## src/rtl/contador_vai_vem_alvo_pkg.sv

```systemverilog
// Shared types and width helpers for the vai/vem position counter.
package contador_vai_vem_alvo_pkg;

  typedef enum logic [1:0] {
    OCIOSO  = 2'd0,
    MOVENDO = 2'd1,
    CHEGOU  = 2'd2
  } estado_t;

  // One spare bit so Q+PASSO and Q+M-PASSO never overflow before comparison.
  function automatic int larg_ext(input int n);
    return n + 1;
  endfunction

  function automatic int larg_tick(input int div);
    return (div <= 1) ? 1 : $clog2(div);
  endfunction

endpackage

```

## src/rtl/contador_vai_vem_alvo_tick.sv

```systemverilog
// Modulo-DIV step timer: counts while enabled, o_wrap is high on the cycle the count is DIV-1.
module contador_tick
  import contador_vai_vem_alvo_pkg::*;
#(
  parameter int DIV = 4
) (
  input  logic clock,
  input  logic zera_s,
  input  logic i_limpa,
  input  logic i_habilita,
  output logic o_wrap
);

  localparam int            NT    = larg_tick(DIV);
  localparam logic [NT-1:0] C_ULT = NT'(DIV - 1);

  logic [NT-1:0] r_cnt;

  assign o_wrap = i_habilita && (r_cnt == C_ULT);

  always_ff @(posedge clock) begin
    if (zera_s || i_limpa) begin
      r_cnt <= '0;
    end else if (i_habilita) begin
      r_cnt <= (r_cnt == C_ULT) ? '0 : r_cnt + NT'(1);
    end
  end

endmodule

```

## src/rtl/contador_vai_vem_alvo.sv

```systemverilog
// Up/down position counter with manual vai/vem/set_pos and a timed ramp toward alvo (ocupado/pronto).
// Optional wrap of manual steps when CONTADOR_VAI_VEM_ALVO_CIRC_EN is defined (adds the circular port).
module contador_vai_vem_alvo
  import contador_vai_vem_alvo_pkg::*;
#(
  parameter int M     = 100,
  parameter int N     = 7,
  parameter int PASSO = 1,
  parameter int DIV   = 4
) (
  input  logic         clock,
  input  logic         zera_s,
  input  logic         set_pos,
  input  logic [N-1:0] D,
  input  logic         vai,
  input  logic         vem,
  input  logic         ir,
  input  logic [N-1:0] alvo,
  input  logic         cancela,
`ifdef CONTADOR_VAI_VEM_ALVO_CIRC_EN
  input  logic         circular,
`endif
  output logic [N-1:0] Q,
  output logic         inicio,
  output logic         meio,
  output logic         fim,
  output logic         ocupado,
  output logic         pronto
);

  localparam int            NE      = larg_ext(N);
  localparam logic [NE-1:0] C_M     = NE'(M);
  localparam logic [NE-1:0] C_MAX   = NE'(M - 1);
  localparam logic [NE-1:0] C_PASSO = NE'(PASSO);
  localparam logic [N-1:0]  C_MAX_N = N'(M - 1);
  localparam logic [N-1:0]  C_MEIO  = N'(M / 2 - 1);

  estado_t      r_estado, w_estado_prox;
  logic [N-1:0] r_q, w_q_prox;
  logic [N-1:0] r_alvo, w_alvo_prox;
  logic         w_limpa_tick, w_wrap, w_circ;

  logic [NE-1:0] w_q_ext, w_tgt_ext, w_soma, w_dist, w_passo_auto;
  logic [N-1:0]  w_d_cl, w_alvo_cl, w_cima, w_baixo, w_auto;

`ifdef CONTADOR_VAI_VEM_ALVO_CIRC_EN
  assign w_circ = circular;
`else
  assign w_circ = 1'b0;
`endif

  assign w_q_ext   = {1'b0, r_q};
  assign w_tgt_ext = {1'b0, r_alvo};
  assign w_d_cl    = ({1'b0, D}    > C_MAX) ? C_MAX_N : D;
  assign w_alvo_cl = ({1'b0, alvo} > C_MAX) ? C_MAX_N : alvo;

  assign w_soma  = w_q_ext + C_PASSO;
  assign w_cima  = N'((w_soma > C_MAX) ? (w_circ ? w_soma - C_M : C_MAX) : w_soma);
  assign w_baixo = N'((w_q_ext < C_PASSO) ? (w_circ ? w_q_ext + C_M - C_PASSO : '0)
                                          : w_q_ext - C_PASSO);

  // Automatic steps are clipped to the remaining distance so they land exactly.
  assign w_dist       = (w_tgt_ext > w_q_ext) ? w_tgt_ext - w_q_ext : w_q_ext - w_tgt_ext;
  assign w_passo_auto = (w_dist < C_PASSO) ? w_dist : C_PASSO;
  assign w_auto       = N'((w_tgt_ext > w_q_ext) ? w_q_ext + w_passo_auto
                                                 : w_q_ext - w_passo_auto);

  contador_tick #(.DIV(DIV)) u_tick (
    .clock      (clock),
    .zera_s     (zera_s),
    .i_limpa    (w_limpa_tick),
    .i_habilita (r_estado == MOVENDO),
    .o_wrap     (w_wrap)
  );

  always_ff @(posedge clock) begin
    if (zera_s) begin
      r_estado <= OCIOSO;
      r_q      <= '0;
      r_alvo   <= '0;
    end else begin
      r_estado <= w_estado_prox;
      r_q      <= w_q_prox;
      r_alvo   <= w_alvo_prox;
    end
  end

  always_comb begin
    w_estado_prox = r_estado;
    w_q_prox      = r_q;
    w_alvo_prox   = r_alvo;
    w_limpa_tick  = 1'b0;
    if (set_pos) begin
      w_estado_prox = OCIOSO;
      w_q_prox      = w_d_cl;
    end else if (cancela) begin
      w_estado_prox = OCIOSO;
    end else if (ir) begin
      w_alvo_prox = w_alvo_cl;
      if (r_estado != MOVENDO) begin
        if (w_alvo_cl == r_q) begin
          w_estado_prox = CHEGOU;
        end else begin
          w_estado_prox = MOVENDO;
          w_limpa_tick  = 1'b1;
        end
      end
    end else if (r_estado == MOVENDO) begin
      // Arrival is seen one edge after the landing step, giving pronto its documented latency.
      if (r_q == r_alvo) begin
        w_estado_prox = CHEGOU;
      end else if (w_wrap) begin
        w_q_prox = w_auto;
      end
    end else begin
      w_estado_prox = OCIOSO;
      if (vai) begin
        w_q_prox = w_cima;
      end else if (vem) begin
        w_q_prox = w_baixo;
      end
    end
  end

  always_comb begin
    ocupado = (r_estado == MOVENDO);
    pronto  = (r_estado == CHEGOU);
  end

  assign Q      = r_q;
  assign inicio = (r_q == '0);
  assign meio   = (r_q == C_MEIO);
  assign fim    = (r_q == C_MAX_N);

endmodule

```

## config.mk

```make
export PLATFORM = sky130hd
export DESIGN_NAME = contador_vai_vem_alvo
export DESIGN_NICKNAME = d
export VERILOG_FILES = /design/src/rtl/contador_vai_vem_alvo_pkg.sv /design/src/rtl/contador_vai_vem_alvo_tick.sv /design/src/rtl/contador_vai_vem_alvo.sv
export SDC_FILE = /design/constraint.sdc
export NUM_CORES = 1
export LEC_CHECK = 0
export BUFFER_PORTS_ARGS = -buffer_cell sky130_fd_sc_hd__buf_2
export CORE_MARGIN = 3
export CORE_UTILIZATION = 45
export CTS_BUF_LIST = sky130_fd_sc_hd__clkbuf_4
export DETAILED_ROUTE_END_ITERATION = 8
export SLEW_MARGIN = 20
export SYNTH_ARGS = -nofsm -noshare
export SYNTH_HDL_FRONTEND = slang
export SYNTH_SLANG_ARGS = --single-unit
```

## constraint.sdc

```tcl
create_clock -name clock -period 4.75 [get_ports clock]
set_clock_uncertainty 0.2 [all_clocks]
set_input_delay 0.95 -clock clock [delete_from_list [all_inputs] [get_ports clock]]
set_output_delay 0.95 -clock clock [all_outputs]
set_load 0.005 [all_outputs]
```

# Yosys cells after proc, flatten, opt, wreduce, memory -nomap -nowiden

Cells that the tools add are included.

Add/sub/neg operators: 7
Muxes and demuxes: 26
Bitwise operators: 2
Reductions and logical operators: 8
$mul: 0
Shifts and indexed selects: 0
Divide/modulo/power cells: 0
Eq/ne operators: 14
Order comparisons: 6

Operators with widths:

| kind                                                          | number |
|---|---|
| 2-to-1 mux 7 bit                                              | 14 |
| subtractor 7 x 7 -> 8 bit                                     | 2 |
| equality test 7 bit                                           | 2 |
| greater-than comparator 7 bit, second input constant          | 2 |
| 2-to-1 mux 2 bit                                              | 6 |
| != test 3 bit, second input constant                          | 3 |
| adder 7 x 1 -> 8 bit, second input constant                   | 1 |
| greater-than comparator 8 x 7 -> 1 bit, second input constant | 1 |
| < comparator 8 x 1 -> 1 bit, second input constant            | 1 |
| 2-to-1 mux 8 bit                                              | 1 |
| adder 7 bit                                                   | 1 |
| equality test 7 x 6 -> 1 bit, second input constant           | 1 |
| equality test 7 bit, second input constant                    | 1 |
| greater-than comparator 7 bit                                 | 1 |
| zero test 7 bit                                               | 1 |
| < comparator 7 x 1 -> 1 bit, second input constant            | 1 |
| subtractor 7 x 1 -> 7 bit, second input constant              | 1 |
| subtractor 7 bit                                              | 1 |
| 2-to-1 mux 1 bit                                              | 5 |
| AND reduction 5 bit                                           | 1 |
| equality test 2 bit, second input constant                    | 2 |
| != test 2 x 1 -> 1 bit, second input constant                 | 2 |
| != test 2 bit, second input constant                          | 2 |
| nonzero test 4 bit                                            | 1 |
| 8 further kinds                                               | 9 |

Register bits after elaboration: 18
Memory bits (writable): 0
Memories: 0
Logic and storage cells: 67
ROM bits: 0
Latch bits: 0
Bits of input ports: 21

# Logic depth before layout (Yosys ltp)

Gate-level depths: netlist of the first run.

Depth after elaboration: 12
Gate-level depth with buffers: 20
Gate-level depth less buffers: 19

# By module

Synthesis of the first run repeated with hierarchy kept, for this count alone.

Cells, all modules: 331
Area, all modules: 2428.6 um2

By module, submodules not included:

| module                | area each (um2) | cells an instance | instances |
|---|---|---|---|
| contador_vai_vem_alvo | 2327.2          | 322               | 1 |
| contador_tick         | 101.3           | 9                 | 1 |

# Worst setup path after synthesis of the first run

No wires, ideal clock.

Path type: flip-flop to flip-flop
Start point: reg r_q[3], in the netlist Q[3]
End point: reg r_q[2], in the netlist Q[2]
Stages on the path, launching flop included: 18
Library setup time: 0.086 ns
Path buffers: 3
Clock period less this slack: 4.399 ns
Path slack: 0.351 ns
Arrival time: 4.114 ns
Cells stage by stage: dfxtp_1 clkbuf_1 clkbuf_1 inv_1 ha_1 buf_2 a21oi_1 or3_4 a21bo_1 a21oi_1 o41ai_1 ha_1 nand2_1 fa_1 xnor2_1 a2111oi_0 a31oi_1 a211oi_1

Word-level cells in the longest chain between the ends: 12
Elaborated cells between the ends (all ways): 25
Classes of those cells: add/sub (5); order compare (4); eq/ne (2); mux (13); reduce/logical (1)

Ends and longest elaborated chain:

| element                                                                    | RTL line                                                 | RTL |
|---|---|---|
| from (decl)                                                                | contador_vai_vem_alvo.sv:39                              | `logic [N-1:0] r_q, w_q_prox;` |
| from (signal assigned)                                                     | contador_vai_vem_alvo.sv:83                              | `r_q <= w_q_prox;` |
| subtractor 7 x 7 -> 8 bit or greater-than comparator 7 bit (tied branches) | contador_vai_vem_alvo.sv:63, contador_vai_vem_alvo.sv:65 |  |
| 2-to-1 mux 8 bit                                                           | contador_vai_vem_alvo.sv:63                              | `assign w_dist = (w_tgt_ext > w_q_ext) ? w_tgt_ext - w_q_ext : w_q_ext - w_tgt_ext;` |
| < comparator 8 x 1 -> 1 bit                                                | contador_vai_vem_alvo.sv:64                              | `assign w_passo_auto = (w_dist < C_PASSO) ? w_dist : C_PASSO;` |
| 2-to-1 mux 7 bit                                                           | contador_vai_vem_alvo.sv:64                              |  |
| subtractor 7 bit or adder 7 bit (tied branches)                            | contador_vai_vem_alvo.sv:66, contador_vai_vem_alvo.sv:65 |  |
| 2-to-1 mux 7 bit                                                           | contador_vai_vem_alvo.sv:65                              | `assign w_auto = N'((w_tgt_ext > w_q_ext) ? w_q_ext + w_passo_auto` |
| 2-to-1 mux 7 bit                                                           | contador_vai_vem_alvo.sv:112                             | `end else if (w_wrap) begin` |
| 2-to-1 mux 7 bit                                                           | contador_vai_vem_alvo.sv:110                             | `if (r_q == r_alvo) begin` |
| 2-to-1 mux 7 bit                                                           | contador_vai_vem_alvo.sv:108                             | `end else if (r_estado == MOVENDO) begin` |
| 2-to-1 mux 7 bit                                                           | contador_vai_vem_alvo.sv:98                              | `end else if (ir) begin` |
| 2-to-1 mux 7 bit                                                           | contador_vai_vem_alvo.sv:96                              | `end else if (cancela) begin` |
| 2-to-1 mux 7 bit                                                           | contador_vai_vem_alvo.sv:93                              | `if (set_pos) begin` |

Several ways; a longest one is shown, not always the timed one. The select of a mux whose other input is x is not followed.
A chain may end at the register's enable or synchronous reset.

# Worst setup path after layout of the first run

Start point: reg r_q[0], in the netlist Q[0]
End point: reg r_q[2], in the netlist Q[2]

Same word-level chain as after synthesis.

==> flow_summary.toml, run 1 <==
[drt]
drc = 0
dr.pass1.iters = 4
via_per_inst = 6.03
dr_total_vias = 2568
routed_wl_um = 7200
ant_nets = 0
routedWlPerCell_um = 16.9
drt_iter0_markers = 138

[cts]
cts_tree = "yes"
clkLatencyLatePin_ns = 0.30
cts_max_path_buffers = 2
htree_levels = 1
root_buffer = "clkbuf_4"
clock_sinks = 18
clkSlewWorstSetupHoldPaths_ns = 0.12
cts_made_buffers = 3
cts_hold_buf = 0

[yosys]
ys_warn_count = 0
synthTopCellsByArea = "dfxtp_1, ha_1, a21oi_1"
synth_simple_gate_area_share_pct = 23.5
synth_area_per_cell_um2 = 7.26
synth-compound-area-share_pct = 29.8
synth_edf_count = 0
synthTopCellsByCount = "a21oi_1, ha_1, inv_1"
synth_flop_cell = "dfxtp_1"
yosysMostFrequentCell = "a21oi_1"
synth.distinct_cells = 66
yosysTopAreaCell = "dfxtp_1"
synth_area_um2 = 2440
synthMuxAreaShare_pct = 0.924
synth_xor_area_share_pct = 6.46
synth-seq-area-share_pct = 14.8
synthAdderAreaFrac_pct = 15.8
syn-num-nets = 386
async_flop_share_pct = 0
syn_inst = 336
yosys.area.top_type_share_pct = 14.8
ys_seq_elements = 18
synth_top_family_by_area = "compound AO/OA/AOI/OAI gates"

[power_and_ir_drop]
p_total_uw = 618
p_per_area_nw_per_um2 = 232
power.leakage_nw = 1.07
irDropWorstVdd_uv = 145

[critical_path]
critPathMaxFanout = 4
crit_family = "compound AO/OA/AOI/OAI gates"
worst-endpoint-arrival_ns = 4.42
worstRegToRegCells = 16
criticalPathCategory = "register to register"
path_cells = "inv_1, ha_1, inv_1, fa_1, xor2_1, or4_1, nor3_1, o311ai_0, o41ai_1, ha_1, nand2_1, fa_1, xnor2_1, a2111oi_1, a31oi_1, a211oi_1"
cp.required_ns = 4.77
critPathLaunchType = "register"
crit_slowest_cell = "fa_1"
reg2reg_from = "Q[0]"
cp-end-kind = "register"
worst_path_largest_cell_delay_ns = 0.44
rrSetupSlack_ns = 0.35
r2r-end = "Q[2]"
path_buf_inv = 2

[floorplanning]
core_area_um2 = 5170
dieWidth_um = 79.6
initial_core_util_pct = 47.1
ios = 33
rows = 26
dieHeight_um = 79.6
die_area_um2 = 6340

[cells_and_area]
final_layout_size_suffix_gt1_share_pct = 16.0
num-nets-final = 407
seq_area_um2 = 360
fillCellCount = 528
area_growth_pct = 9.34
antennaDiodeCount = 0
multiInputGateArea_um2 = 1870

[min_path]
whs_endpoint = "r_alvo[3]"
hold_path_depth = 2
min_from = "r_alvo[3]"
hold_class = "register to register"

[status]
status = "finished, final reports clean"

[place]
place_congestion = 0.888
hpwl_um = 5630
post-place-ws_ns = 0.331
port_buffers = 32

[sta]
setup_ws_ns = 0.354
period_share_pct = 92.6
whs_ns = 0.301
fin_crit_ns = 4.40
hold_viol_final = 0
setup_violations = 0
slew_headroom_pct = 33.4
clock.fmax_mhz = 227
rsz0062_at_grt = "no"
tns_ns = 0
tightest_slew_ns = 0.991
slew_viol_final = 0

[grt]
grt_use_total_pct = 24.0
grt_pass1_vias = 2489
grt_max_degree = 23
overflow = 0
grt_pass1_wl_um = 12100
grt_antenna_before_repair = 0

[run]
maxCapViolCount = 0
[worst register-to-register path, delay by kind of cell, from the launching register on]
family | cells | cell delay [ns]
flops | 1 | 0.33
compound gates | 5 | 1.40
fa+ha+maj | 4 | 1.16
simple gates | 3 | 0.72
buf+inv | 2 | 0.20
xor+xnor | 2 | 0.31
[timing repair]
action                     in CTS  in global routing
setup endpoints to repair       0                  1
gates resized for setup         0                  2
buffers inserted                0                  0
[sequential cells by signal, summed over array words and instances, names as in the netlist]
register and cells:
Q 7, r_alvo 7, r_estado 2, u_tick.r_cnt 2
[where the power goes]
group | internal, mW | leakage, nW | total, mW | switching [mW]
sequential | 0.159 | 0.147 | 0.167 | 0.00815
clock | 0.0306 | 0.0154 | 0.0833 | 0.0527
combinational | 0.154 | 0.908 | 0.368 | 0.214
total | 0.343 | 1.07 | 0.618 | 0.275
[cell type report]
| class | instances | share of cell area (%) |
|---|---|---|
| flip-flops and latches | 18 | 13.5 |
| repair buffers | 39 | 7.98 |
| well taps | 70 | 3.28 |
| multi-input cells | 267 | 70.3 |
| inverters | 28 | 3.94 |
| clock inverters | 1 | 0.141 |
| clock buffers | 3 | 0.845 |
[how the worst max path moves through the flow]
stage	start	end	slack [ns]	cells past startpoint
after floorplan	Q[3]	Q[2]	0.35	17
after global placement	Q[0]	Q[6]	0.39	18
after detailed placement	Q[0]	Q[2]	0.33	16
after CTS	Q[0]	Q[2]	0.30	16
after global routing	Q[0]	Q[2]	0.01	16
final	Q[0]	Q[2]	0.35	16
[layer usage]
metal / vias to the layer above / share of wire (%) / global-route usage (%)
met5: - / 0 / 0
met2: 80 / 47 / 40.0
met4: 0 / 1.4 / 6.70
li1: 1278 / - / -
met3: 8 / 6.1 / 2.26
met1: 1202 / 46 / 32.8
[metrics by stage]
stage,instances,utilization [%],area (um^2)
CTS,426,51.5,2660
finish,426,51.5,2670
detailed placement,422,50.9,2640
floorplan,336,-,2440
global route,426,51.5,2670
global placement,422,50.9,2640
[cells in the final DEF, fill, tap and decap left out, types with 3 or more instances in the layout]
cell,count
a211oi_1,7
a21o_1,5
a21oi_1,35
a31oi_1,5
and3_1,3
buf_2,32
buf_4,7
clkbuf_4,3
dfxtp_1,18
fa_1,3
ha_1,26
inv_1,26
nand2_1,24
nand2b_1,3
nand3_1,12
nand3b_1,4
nand4_1,4
nor2_1,21
nor3_1,14
nor4_1,3
o211ai_1,7
o21ai_0,16
o311ai_0,3
o31ai_1,3
o41ai_1,3
or3_1,4
or4_1,3
xnor2_1,13
xor2_1,5
[cell families (layout without fill, tap and decap cells)]
| kind of cell | count (synthesis) | count (layout) |
|---|---|---|
| and+or+nand+nor | 109 | 109 |
| other | 1 | 1 |
| xor gates and xnor gates | 18 | 18 |
| DFF | 18 | 18 |
| muxes | 2 | 2 |
| AOI/OAI and AO/OA | 108 | 108 |
| buffers and inverters | 51 | 71 |
| adders and majority gates | 29 | 29 |
(Power assumes the default switching activity.)
==> run 2, diff against run 1 <==
BUFFER_PORTS_ARGS = -buffer_cell sky130_fd_sc_hd__buf_4   (was -buffer_cell sky130_fd_sc_hd__buf_2)
==> flow_summary.toml, run 2 (synthesis results as in run 1) <==
[status]
status = "finished, final reports clean"

[cts]
root_buffer = "clkbuf_4"
clkLatencyLatePin_ns = 0.31
clkSlewWorstSetupHoldPaths_ns = 0.12
clock_sinks = 18
htree_levels = 1
cts_hold_buf = 0
cts_made_buffers = 3
cts_resized = 0
cts_max_path_buffers = 2
cts_setup_buffers = 0
cts_tree = "yes"

[power_and_ir_drop]
swShare_pct = 44.7
switchingPower_uw = 284
irDropWorstVdd_uv = 131
p_comb_share_pct = 60.2
p_per_area_nw_per_um2 = 230
pwr-share-seq_pct = 26.2
power_frac_clock_pct = 13.5
power.leakage_nw = 1.09
intPower_uw = 352
p_total_uw = 636

[cells_and_area]
num-nets-final = 407
antennaDiodeCount = 0
final_cell_mix = "buf_4, a21oi_1, inv_1, ha_1, nand2_1"
final_common_cell = "buf_4"
fin_util_pct = 53.4
finish.instance_area_um2 = 2760
area_growth_pct = 13.2
fillCellCount = 551
final_layout_size_suffix_gt1_share_pct = 16.9

[run]
maxCapViolCount = 0

[sta]
hold_viol_final = 0
slew_viol_final = 0
tns_ns = 0
slew_headroom_pct = 30.9
rsz0062_at_grt = "no"
clock.fmax_mhz = 226
period_share_pct = 93.0
setup_ws_ns = 0.331
fin_crit_ns = 4.42
tightest_slew_ns = 1.03
setup_violations = 0

[grt]
grt_use_total_pct = 24.4
grt_antenna_before_repair = 0
grt_max_degree = 23
grt_pass1_wl_um = 12200
overflow = 0
grt_pass1_vias = 2393

[drt]
via_per_inst = 6.05
dr_total_vias = 2577
routed_wl_um = 7470
drt_iter0_markers = 193
routedWlPerCell_um = 17.5
ant_nets = 0
dr.pass1.iters = 5
drc = 0

[min_path]
hold_class = "register to register"

[floorplanning]
ios = 33
rows = 26
initial_core_util_pct = 47.1
die_area_um2 = 6340
dieWidth_um = 79.6
core_area_um2 = 5170
dieHeight_um = 79.6

[place]
port_buffers = 32
hpwl_um = 5700
place_area_um2 = 2720
place_congestion = 0.895
post-place-ws_ns = 0.354

[critical_path]
crit_slowest_cell = "fa_1"
path_cells = "inv_1, fa_1, a21oi_1, o31ai_1, a21boi_0, a2111o_1, nand2b_1, o41ai_2, ha_2, nand2_1, fa_1, xnor2_1, a2111oi_0, a31oi_1, a211oi_1"
path_buf_inv = 1
worst_path_largest_cell_delay_ns = 0.52
criticalPathCategory = "register to register"
cp-end-kind = "register"
crit_family = "compound AO/OA/AOI/OAI gates"
worst-endpoint-arrival_ns = 4.45
critPathLaunchType = "register"
worst_path_most_repeated_cell = "fa_1"
cp.required_ns = 4.78
critPathMaxFanout = 6
==> run 2: metrics by stage <==
step           cells  hold slack [ns]
4_1_cts          426            0.296
3_3_place_gp     422            0.272
2_1_floorplan    336            0.249
3_5_place_dp     422            0.280
5_1_grt          426            0.322
6_report         426            0.295
==> run 2: path summary, 6_finish.rpt <==
kind	from	slack, ns	depth (start not counted)	end
max	Q[1]	0.33	15	Q[2]
max reg2reg	Q[1]	0.33	15	Q[2]
min reg2reg	r_alvo[3]	0.29	2	r_alvo[3]
min	r_alvo[3]	0.29	2	r_alvo[3]
==> run 2: routing by layer <==
metal,track usage (%),wire length [um],vias up
li1,-,-,1277
met1,34.3,3380,1207
met2,40.9,3590,86
met3,1.69,445,7
met4,4.64,61,0
met5,0,0,-
==> run 2: layout make-up <==
type	instances	area [um^2]	share of cell area, %
multi-input cells	267	1890	68.4
repair buffers	39	293	10.6
well taps	70	87.6	3.17
clock buffers	3	22.5	0.816
flip-flops and latches	18	360	13.1
inverters	28	105	3.81
clock inverters	1	3.75	0.136
==> run 2: power groups by stage <==
stage / clock, mW / combinational, mW / sequential (mW)
after global routing: 0.0926 / 0.424 / 0.168
after floorplan: 0 / 0.268 / 0.172
after detailed placement: 0 / 0.370 / 0.171
after global placement: 0 / 0.371 / 0.170
after CTS: 0.0879 / 0.373 / 0.167
final: 0.0859 / 0.383 / 0.167
==> run 2: tightest hold or removal path, stage by stage, from the launching register on <==
cell     delay [ns]
dfxtp_1        0.35
nand2_1        0.06
a21oi_1        0.05
==> run 3, diff against run 2 <==
ABC_AREA = 1   (was not set)
PLACE_DENSITY = 0.65   (was not set)
==> flow_summary.toml, run 3 <==
[floorplanning]
initial_core_util_pct = 47.9
dieWidth_um = 77.9
die_area_um2 = 6060
rows = 25
ios = 33
dieHeight_um = 77.9
core_area_um2 = 4850

[yosys]
syn-num-nets = 414
synthTopCellsByCount = "nand2_1, inv_1, a21oi_1"
yosys.area.top_type_share_pct = 15.5
synth.distinct_cells = 39
yosysTopAreaCell = "dfxtp_1"
synthTopCellsByArea = "dfxtp_1, ha_1, nand2_1"
synth_edf_count = 0
syn_inst = 364
ys_seq_elements = 18
synth-seq-area-share_pct = 15.5
yosysMostFrequentCell = "nand2_1"
ys_warn_count = 0
synth_area_per_cell_um2 = 6.39
async_flop_share_pct = 0
synth_flop_cell = "dfxtp_1"
synth_area_um2 = 2320

[critical_path]
critPathLaunchType = "register"
cp-startpoint = "Q[0]"
reg2reg_from = "Q[0]"
cp.required_ns = 4.79
critPathMaxFanout = 12
criticalPathCategory = "register to register"
crit_path_end = "Q[6]"
worstRegToRegCells = 26
cp-end-kind = "register"
worst-endpoint-arrival_ns = 4.08
r2r-end = "Q[6]"
rrSetupSlack_ns = 0.71

[place]
post-place-ws_ns = 0.529
dp.cells = 460
hpwl_um = 5300
port_buffers = 32
place_congestion = 0.913
place_area_um2 = 2630

[grt]
grt_pass1_wl_um = 11100
grt_pass1_vias = 2317
overflow = 0
grt_antenna_before_repair = 0
grt_use_total_pct = 22.9
grt_max_degree = 15

[power_and_ir_drop]
intPower_uw = 349
p_per_area_nw_per_um2 = 249
p_total_uw = 660
switchingPower_uw = 311
power.leakage_nw = 1.31
swShare_pct = 47.2
p_comb_share_pct = 62.3
irDropWorstVdd_uv = 131
pwr-share-seq_pct = 25.6
power_frac_clock_pct = 12.1

[sta]
whs_ns = 0.274
clock.fmax_mhz = 247
tns_ns = 0
setup_ws_ns = 0.709
fin_crit_ns = 4.04
slew_viol_final = 0
hold_viol_final = 0
setup_violations = 0
rsz0062_at_grt = "no"
tightest_slew_ns = 0.726
slew_headroom_pct = 51.4
period_share_pct = 85.1

[cells_and_area]
area_growth_pct = 14.2
final_layout_size_suffix_gt1_share_pct = 17.2
fillCellCount = 525
final_cell_mix = "nand2_1, inv_1, a21oi_1, buf_4, nor2_1"
fin_util_pct = 54.7
antennaDiodeCount = 0
final_common_cell = "nand2_1"
finish.instance_area_um2 = 2650
stdcell_count = 463
num-nets-final = 448

[cts]
cts_max_path_buffers = 2
clkSlewWorstSetupHoldPaths_ns = 0.11
cts_made_buffers = 3
htree_levels = 1
clkLatencyLatePin_ns = 0.30
clock_sinks = 18
cts_hold_buf = 0
root_buffer = "clkbuf_4"
cts_tree = "yes"
cts_setup_buffers = 0

[drt]
routedWlPerCell_um = 14.1
dr.pass1.iters = 4
dr_total_vias = 2436
drt_iter0_markers = 99
via_per_inst = 5.26
routed_wl_um = 6540
ant_nets = 0
drc = 0

[min_path]
hold_class = "register to register"

[status]
status = "finished, final reports clean"

[run]
maxCapViolCount = 0
-- run 3: layout make-up --
cell class | count | area (um^2) | share of cell area, %
multi-input cells | 288 | 1710 | 64.5
well taps | 67 | 83.8 | 3.16
inverters | 49 | 189 | 7.12
clock buffers | 3 | 22.5 | 0.849
repair buffers | 38 | 285 | 10.7
flip-flops and latches | 18 | 362 | 13.6
-- run 3: kinds of logic after synthesis --
family	synth area share (%)
simple gates	30.6
compound gates	18.0
other cells	0.161
buf+inv	10.9
fa+ha+maj	16.6
flops	15.5
xor+xnor	8.29
-- run 3: power groups by stage --
stage	Clock [mW]	Combinational, mW	Sequential (mW)
finish	0.0802	0.411	0.169
global route	0.0908	0.466	0.170
CTS	0.0855	0.409	0.169
detailed placement	0	0.407	0.172
global placement	0	0.404	0.172
floorplan	0	0.302	0.174
-- run 3: critical path: stages, from the launching register on --
cell	delay, ns
dfxtp_2	0.47
inv_1	0.18
ha_1	0.24
inv_1	0.07
fa_1	0.20
a21oi_1	0.08
o21ai_0	0.25
nand3_1	0.10
nand2_1	0.08
xor2_1	0.16
nand2_1	0.09
nand3_2	0.11
nor2_4	0.05
ha_1	0.26
nand2_1	0.08
fa_1	0.43
nand3_1	0.11
nand2_1	0.06
nand2_1	0.08
nand2_1	0.05
a21oi_1	0.16
inv_1	0.06
nand2_1	0.08
nand2_1	0.05
nand2_1	0.05
nand3_1	0.07
a21oi_1	0.17
-- run 3: per-layer routing --
| metal | wire length, um | part of all wire [%] | vias to the layer above | track usage, % |
|---|---|---|---|---|
| met1 | 3100 | 47 | 1093 | 31.2 |
| li1 | - | - | 1262 | - |
| met3 | 296 | 4.5 | 15 | 1.62 |
| met4 | 176 | 2.7 | 0 | 9.96 |
| met5 | 0 | 0 | - | 0 |
| met2 | 2960 | 45 | 66 | 36.7 |
-- run 3: repair_timing --
item | in CTS | in global routing
resized for setup | 0 | 1
endpoints found under the setup margin | 0 | 1
endpoints found under the hold margin | 0 | 0
-- run 3: worst min-delay path by stage --
| stage | from | end | slack [ns] | cells after the start |
|---|---|---|---|---|
| 2_1_floorplan | u_tick.r_cnt[1] | u_tick.r_cnt[1] | 0.24 | 2 |
| 3_3_place_gp | u_tick.r_cnt[1] | u_tick.r_cnt[1] | 0.25 | 2 |
| 3_5_place_dp | u_tick.r_cnt[1] | u_tick.r_cnt[1] | 0.26 | 2 |
| 4_1_cts | u_tick.r_cnt[1] | u_tick.r_cnt[1] | 0.28 | 2 |
| 5_1_grt | u_tick.r_cnt[1] | u_tick.r_cnt[1] | 0.32 | 2 |
| 6_report | u_tick.r_cnt[1] | u_tick.r_cnt[1] | 0.27 | 2 |
